`src/rtl/add8_and_mux8_pkg.sv`:
```
// Shared definitions for the add8_and_mux8 ALU slice: operation encoding and data width.
package add8_and_mux8_pkg;

    localparam int W = 8;

    typedef enum logic [2:0] {
        OP_ADD  = 3'd0,
        OP_SUB  = 3'd1,
        OP_AND  = 3'd2,
        OP_OR   = 3'd3,
        OP_XOR  = 3'd4,
        OP_NOT  = 3'd5,
        OP_RSV6 = 3'd6,
        OP_RSV7 = 3'd7
    } op_e;

endpackage

```
`src/rtl/add8_and_mux8_add8.sv`:
```
// 8-bit ripple-carry adder shared by ADD and SUB in the add8_and_mux8 slice.
module add8
    import add8_and_mux8_pkg::*;
(
    input  logic [W-1:0] a,
    input  logic [W-1:0] b,
    input  logic         cin,
    output logic [W-1:0] sum,
    output logic         cout
);

    logic carry;

    always_comb begin
        // NOTE: every variable written here gets a default first so no latch can be inferred.
        sum   = '0;
        carry = cin;
        for (int i = 0; i < W; i++) begin
            sum[i] = a[i] ^ b[i] ^ carry;
            carry  = (a[i] & b[i]) | (carry & (a[i] ^ b[i]));
        end
        cout = carry;
    end

endmodule

```
`src/rtl/add8_and_mux8.sv`:
```
// Registered 8-bit ALU slice: shared adder, bitwise units and an 8-way result mux.
// Optional zero/neg flag outputs are enabled by defining ADD8_AND_MUX8_FLAGS_EN.
module add8_and_mux8
    import add8_and_mux8_pkg::*;
(
    input  logic         clk,
    input  logic         rst_n,
    input  logic         in_valid,
    input  logic [W-1:0] a,
    input  logic [W-1:0] b,
    input  logic         cin,
    input  logic [2:0]   sel,
    output logic [W-1:0] out,
    output logic         cout,
`ifdef ADD8_AND_MUX8_FLAGS_EN
    output logic         zero,
    output logic         neg,
`endif
    output logic         out_valid
);

    op_e          op;
    logic         is_sub;
    logic [W-1:0] add_b;
    logic         add_cin;
    logic [W-1:0] add_sum;
    logic         add_cout;

    logic [W-1:0] out_d, out_q;
    logic         cout_d, cout_q;
    logic         valid_q;

    assign op = op_e'(sel);

    // SUB is a + ~b + ~cin, so the carry out reads as "no borrow".
    assign is_sub  = (op == OP_SUB);
    assign add_b   = is_sub ? ~b : b;
    assign add_cin = is_sub ? ~cin : cin;

    add8 u_add8 (
        .a    (a),
        .b    (add_b),
        .cin  (add_cin),
        .sum  (add_sum),
        .cout (add_cout)
    );

    always_comb begin
        out_d  = '0;
        cout_d = 1'b0;
        unique case (op)
            OP_ADD, OP_SUB: begin
                out_d  = add_sum;
                cout_d = add_cout;
            end
            OP_AND:  out_d = a & b;
            OP_OR:   out_d = a | b;
            OP_XOR:  out_d = a ^ b;
            OP_NOT:  out_d = ~a;
            default: out_d = '0;
        endcase
    end

    always_ff @(posedge clk or negedge rst_n) begin
        if (!rst_n) begin
            out_q   <= '0;
            cout_q  <= 1'b0;
            valid_q <= 1'b0;
        end else begin
            // NOTE: non-blocking assignments keep every register sampling pre-edge values.
            valid_q <= in_valid;
            if (in_valid) begin
                out_q  <= out_d;
                cout_q <= cout_d;
            end
        end
    end

`ifdef ADD8_AND_MUX8_FLAGS_EN
    logic zero_q, neg_q;

    always_ff @(posedge clk or negedge rst_n) begin
        if (!rst_n) begin
            zero_q <= 1'b0;
            neg_q  <= 1'b0;
        end else if (in_valid) begin
            zero_q <= (out_d == '0);
            neg_q  <= out_d[W-1];
        end
    end

    assign zero = zero_q;
    assign neg  = neg_q;
`endif

    assign out       = out_q;
    assign cout      = cout_q;
    assign out_valid = valid_q;

endmodule

```
`config.mk`:
```
export PLATFORM = sky130hd
export DESIGN_NAME = add8_and_mux8
export DESIGN_NICKNAME = d
export VERILOG_FILES = /design/src/rtl/add8_and_mux8_pkg.sv /design/src/rtl/add8_and_mux8_add8.sv /design/src/rtl/add8_and_mux8.sv
export SDC_FILE = /design/constraint.sdc
export NUM_CORES = 1
export LEC_CHECK = 0
export ABC_AREA = 0
export CAP_MARGIN = 5
export CORE_MARGIN = 2
export CORE_UTILIZATION = 30
export DETAILED_ROUTE_END_ITERATION = 8
export PLACE_DENSITY = 0.55
export SETUP_SLACK_MARGIN = 0.5
export SYNTH_ARGS = -nofsm -noshare
export SYNTH_HDL_FRONTEND = slang
export SYNTH_HIERARCHICAL = 1
export SYNTH_SLANG_ARGS = --single-unit
```
`constraint.sdc`:
```
create_clock -name clk -period 1.95 [get_ports clk]
set_clock_uncertainty 0.1 [all_clocks]
set_input_delay 0.39 -clock clk [delete_from_list [all_inputs] [get_ports clk]]
set_output_delay 0.39 -clock clk [all_outputs]
set_load 0.02 [all_outputs]
```
Yosys cells after proc, flatten, opt, wreduce, memory -nomap -nowiden

Cells that the tools add are included.

Logic and storage cells: 60
Output and inout port bits: 10
Flip-flop bits (word level): 10

Equal/unequal tests: 5
Reduce and logical (&&, ||, !) cells: 2
Bitwise logic cells: 46
Multiplexer cells: 4

Operator list:

| cell               | number |
|---|---|
| $pmux 8 s5         | 1 |
| $and 1x1->1        | 16 |
| $not 8->8          | 2 |
| $xor 1x1->1        | 16 |
| $and 8x8->8        | 1 |
| $mux 8             | 1 |
| $or 1x1->1         | 8 |
| $or 8x8->8         | 1 |
| $xor 8x8->8        | 1 |
| $eq 3x2->1 const B | 2 |
| $eq 3x3->1 const B | 2 |
| $eq 3x1->1 const B | 1 |
| $logic_not 3->1    | 1 |
| $mux 1             | 2 |
| $reduce_or 2->1    | 1 |
| $not 1->1          | 1 |

Logic depth before layout (Yosys ltp)

Depth after elaboration: 20
Gate-level depth with buffers: 19
Gate-level depth less buffers: 17

Hierarchy

Netlist, hierarchy kept.

Modules (own cells, without submodules):

| module        | area an instance (sq um) | times used | cells each | seq. area each (sq um) |
|---|---|---|---|---|
| add8_and_mux8 | 1111.1                   | 1          | 134        | 250.2 |
| add8          | 197.7                    | 1          | 18         | 0.0 |

Worst setup path after synthesis

Ideal clock, no wire load.

Path type: input -> register
Start: input port sel[1]
End: register out_q[7] (netlist: out[7])
Path slack: -2.521 ns
Data required time: 1.763 ns
Buffers on the path: 2
Cell stages on the path: 19
Data arrival time: 4.285 ns
Path through: buf_2 -> nor3b_2 -> buf_4 -> xnor2_1 -> fa_1 -> inv_1 -> fa_1 -> inv_1 -> fa_1 -> fa_1 -> fa_1 -> fa_1 -> fa_1 -> inv_1 -> fa_1 -> inv_1 -> nor2b_1 -> a31oi_1 -> o211ai_1

Word-level cells in the longest chain between the ends: 19
Elaborated cells on any way between the ends: 40
Classes of those cells: eq/ne: 5; mux: 3; bitwise: 30; reduce/logical: 2

RTL lines:

| element                | RTL line                 | source |
|---|---|---|
| start: declaration     | add8_and_mux8.sv:12      | `input logic [2:0] sel,` |
| $eq 3x1->1 (*)         | add8_and_mux8.sv:36      | `assign is_sub = (op == OP_SUB);` |
| $mux 8 (*)             | add8_and_mux8.sv:37      | `assign add_b = is_sub ? ~b : b;` |
| net add_b[0]           | add8_and_mux8.sv:24      | `logic [W-1:0] add_b;` |
| $xor 1x1->1            | add8_and_mux8_add8.sv:20 | `carry = (a[i] & b[i]) \| (carry & (a[i] ^ b[i]));` |
| $and 1x1->1            | add8_and_mux8_add8.sv:20 |  |
| $or 1x1->1 (*)         | add8_and_mux8_add8.sv:20 |  |
| $and 1x1->1 (*)        | add8_and_mux8_add8.sv:20 |  |
| $or 1x1->1 (*)         | add8_and_mux8_add8.sv:20 |  |
| (+5 left out)          | -                        |  |
| $or 1x1->1 (*)         | add8_and_mux8_add8.sv:20 |  |
| $and 1x1->1 (*)        | add8_and_mux8_add8.sv:20 |  |
| $or 1x1->1 (*)         | add8_and_mux8_add8.sv:20 |  |
| $and 1x1->1 (*)        | add8_and_mux8_add8.sv:20 |  |
| $or 1x1->1 (*)         | add8_and_mux8_add8.sv:20 |  |
| $xor 1x1->1 (*)        | add8_and_mux8_add8.sv:19 | `sum[i] = a[i] ^ b[i] ^ carry;` |
| net add_sum[7]         | add8_and_mux8.sv:26      | `logic [W-1:0] add_sum;` |
| $pmux 8 s5 (*)         | add8_and_mux8.sv:51      | `unique case (op)` |
| end signal: assignment | add8_and_mux8.sv:73      | `out_q <= out_d;` |
| end: declaration       | add8_and_mux8.sv:29      | `logic [W-1:0] out_d, out_q;` |

The timed path passes the listed nets; every way through them passes the cells marked *.
A chain may end at the register's enable or synchronous reset.

Worst setup path after layout

Start: input port sel[0]
End: register out_q[7] (netlist: out[7])

Same word-level chain as after synthesis.

==> run metrics <==
H-Tree Depth 1; clock latency on the worst-skew pair 0.24 ns; critical path class input pin to register; Via density 4.46; max cap viols 0; DRC viols 0; core footprint 4260 um^2; CTS Sinks 10; Mapped Cells 152; CP Capture Type register; number of diodes 0; Worst Max-Slew Pin Slew 0.505 ns; post-synth cell types 25; Die W 70.1 um; Critical Path AT 4.15 ns; Worst Path Max Fanout 3; port buffer count 32; GRT Max-Usage Layer met2; Root Buffer clkbuf_8; via count 1133; Final min period 4.09 ns; IR Drop Worst-Case VDD 0.265 mV; GR Util met1 14.9%; RSZ-0062 raised after global routing yes; HP Class input pin to asynchronous set/reset pin; Num CTS Buffers 3; Clock transition at path regs 0.05 ns; Die H 70.1 um; sequential share of the synthesized area 19.1%; worst relative slew slack 66.2%; WP data required 2.01 ns; DIE AREA 4910 um^2; Yosys warning count 6; CTS max path bufs 2; Synth Cell Area 1310 um^2; Worst Setup Start Kind input pin; Final WS setup -2.14 ns; met3 Resource Use GR 1.15%; failing checks negative setup slack; Setup TNS -10.24 ns; Starting Density 30.7%; Avg Cell Area, Syn 8.61 um^2; 1st-pass router iterations 4; Final Cycle Share 210%; max frequency 0.244 GHz; layout net count 250; Area Growth Syn to Fin 46.4%; Post-DRT Antenna Nets 0; GRT Total Usage 13.2%; HPWL Detailed 2530 um; power per cell area 484 nW/um^2; met2 usage 26.1%; wire per inst 11.8 um; DRT Wirelength 2990 um; vias in the first global route 1204; Final Max Slew Viols 0; Util after Layout 44.9%; hold buffers post-CTS 0; status finished, violations left; # setup viols final 8; GRT Residual Overflow 0; # rows 24; num ports 33; TritonCTS clock tree done; largest net degree at the start of global routing 33; leakage power figure 0.912 nW; synthesized flop and latch total 10; RD Place Congestion 0.793; global-route wire length before repair 5240 um; initial DRC count 71; Synth Net Count 199; Hold Vio Cnt, Final 0; initial antenna violation count 0; layout cells sized above 1 25.2%
sequential cells by signal, summed over array words and instances, names as in the netlist:
signal,cells
out,8
cout,1
out_valid,1
layer usage:
metal	routed length, um	part of all wire, %	up-vias
met5	0	0	-
met2	1680	56	17
met1	1210	41	531
li1	-	-	583
met4	18	0.60	0
met3	77	2.6	2
layout by cell type, fill, tap and decap left out, types with 5 or more instances in the layout:
master | Yosys | routed
o211ai_1 | 8 | 8
nand2b_1 | 7 | 7
fa_2 | 0 | 7
a31oi_1 | 8 | 8
clkdlybuf4s15_1 | 0 | 5
nand2_1 | 9 | 9
nor2b_1 | 15 | 14
ha_1 | 16 | 16
dlygate4sd2_1 | 0 | 8
inv_1 | 27 | 23
clkdlybuf4s50_1 | 0 | 16
buf_4 | 1 | 20
xnor2_1 | 8 | 6
dfrtp_1 | 10 | 10
o21ai_0 | 5 | 5
nor2_1 | 6 | 6
or2_2 | 5 | 5
area by class of cell:
type	count	area [um^2]
clock buffers	4	55.1
fillers	428	2350
inverters	27	101
multi-input cells	108	965
flip-flops and latches	10	250
well taps	52	65.1
repair buffers	53	479
report_power, final:
| group | switching, W | internal, W |
|---|---|---|
| clock network | 0.0000901 | 0.000178 |
| registers | 0.0000141 | 0.000234 |
| logic | 0.000196 | 0.000213 |
cells by family after synthesis:
kind of cell	Yosys count	share of synthesized area, %
compound gates	25	13.3
xor+xnor	9	6.02
fa+ha+maj	24	27.5
buf+inv	34	10.8
flops	10	19.1
simple gates	50	23.2
stage by stage:
step | cell area, um^2 | setup slack [ns] | cells | hold slack [ns] | total power (W)
finish | 1920 | -2.14 | 254 | 0.392 | 0.000926
global route | 1920 | -2.28 | 254 | 0.413 | 0.00101
CTS | 1880 | -2.40 | 253 | 0.399 | 0.000930
detailed placement | 1830 | -2.74 | 249 | 0.401 | 0.000675
global placement | 1830 | -2.67 | 249 | 0.389 | 0.000663
floorplan | 1350 | -2.30 | 152 | -0.00559 | 0.000487
cell usage after synthesis:
| cell type | count | area, um^2 |
|---|---|---|
| buf_6 | 1 | 11.3 |
| nand2b_1 | 7 | 43.8 |
| a31oi_1 | 8 | 50.1 |
| nor2b_1 | 15 | 93.8 |
| nand2b_4 | 2 | 27.5 |
| nand2_1 | 9 | 33.8 |
| buf_2 | 2 | 10.0 |
| inv_1 | 27 | 101 |
| clkbuf_1 | 3 | 11.3 |
| fa_1 | 8 | 160 |
| o21ai_0 | 5 | 25.0 |
| nor2_1 | 6 | 22.5 |
| and3b_1 | 1 | 8.76 |
| o211ai_1 | 8 | 60.1 |
| or2b_1 | 3 | 22.5 |
| a311o_1 | 3 | 30.0 |
| nor3b_2 | 1 | 12.5 |
| xor2_1 | 1 | 8.76 |
| ha_1 | 16 | 200 |
| buf_4 | 1 | 7.51 |
| o32ai_1 | 1 | 8.76 |
| xnor2_1 | 8 | 70.1 |
| dfrtp_1 | 10 | 250 |
| or2_2 | 5 | 31.3 |
| and2b_1 | 1 | 7.51 |
repair_timing:
item	CTS	global route
pin swaps	20	10
setup endpoints to repair	19	13
setup buffers	0	1
gates resized for setup	33	9
cloned	0	0
worst max-delay path: stages:
cell,delay [ns]
buf_6,0.09
nor3b_2,0.14
buf_4,0.15
xnor2_2,0.13
fa_2,0.36
inv_2,0.06
fa_2,0.18
inv_2,0.04
fa_2,0.34
fa_2,0.40
fa_2,0.34
fa_2,0.34
fa_2,0.34
inv_2,0.06
fa_1,0.40
inv_1,0.07
nor2b_4,0.12
a31oi_1,0.04
o211ai_1,0.16
path summary, 6_finish.rpt:
check	startpoint	to	slack [ns]	depth (start not counted)
max reg2reg	out[6]	out[6]	1.17	2
min	rst_n	out[2]	0.39	1
max in group asynchronous	rst_n	out[5]	1.02	1
min in group clk	sel[2]	cout	0.40	3
min reg2reg	out[0]	out[0]	0.41	2
max	sel[0]	out[7]	-2.14	19
(Power assumes the default switching activity.)
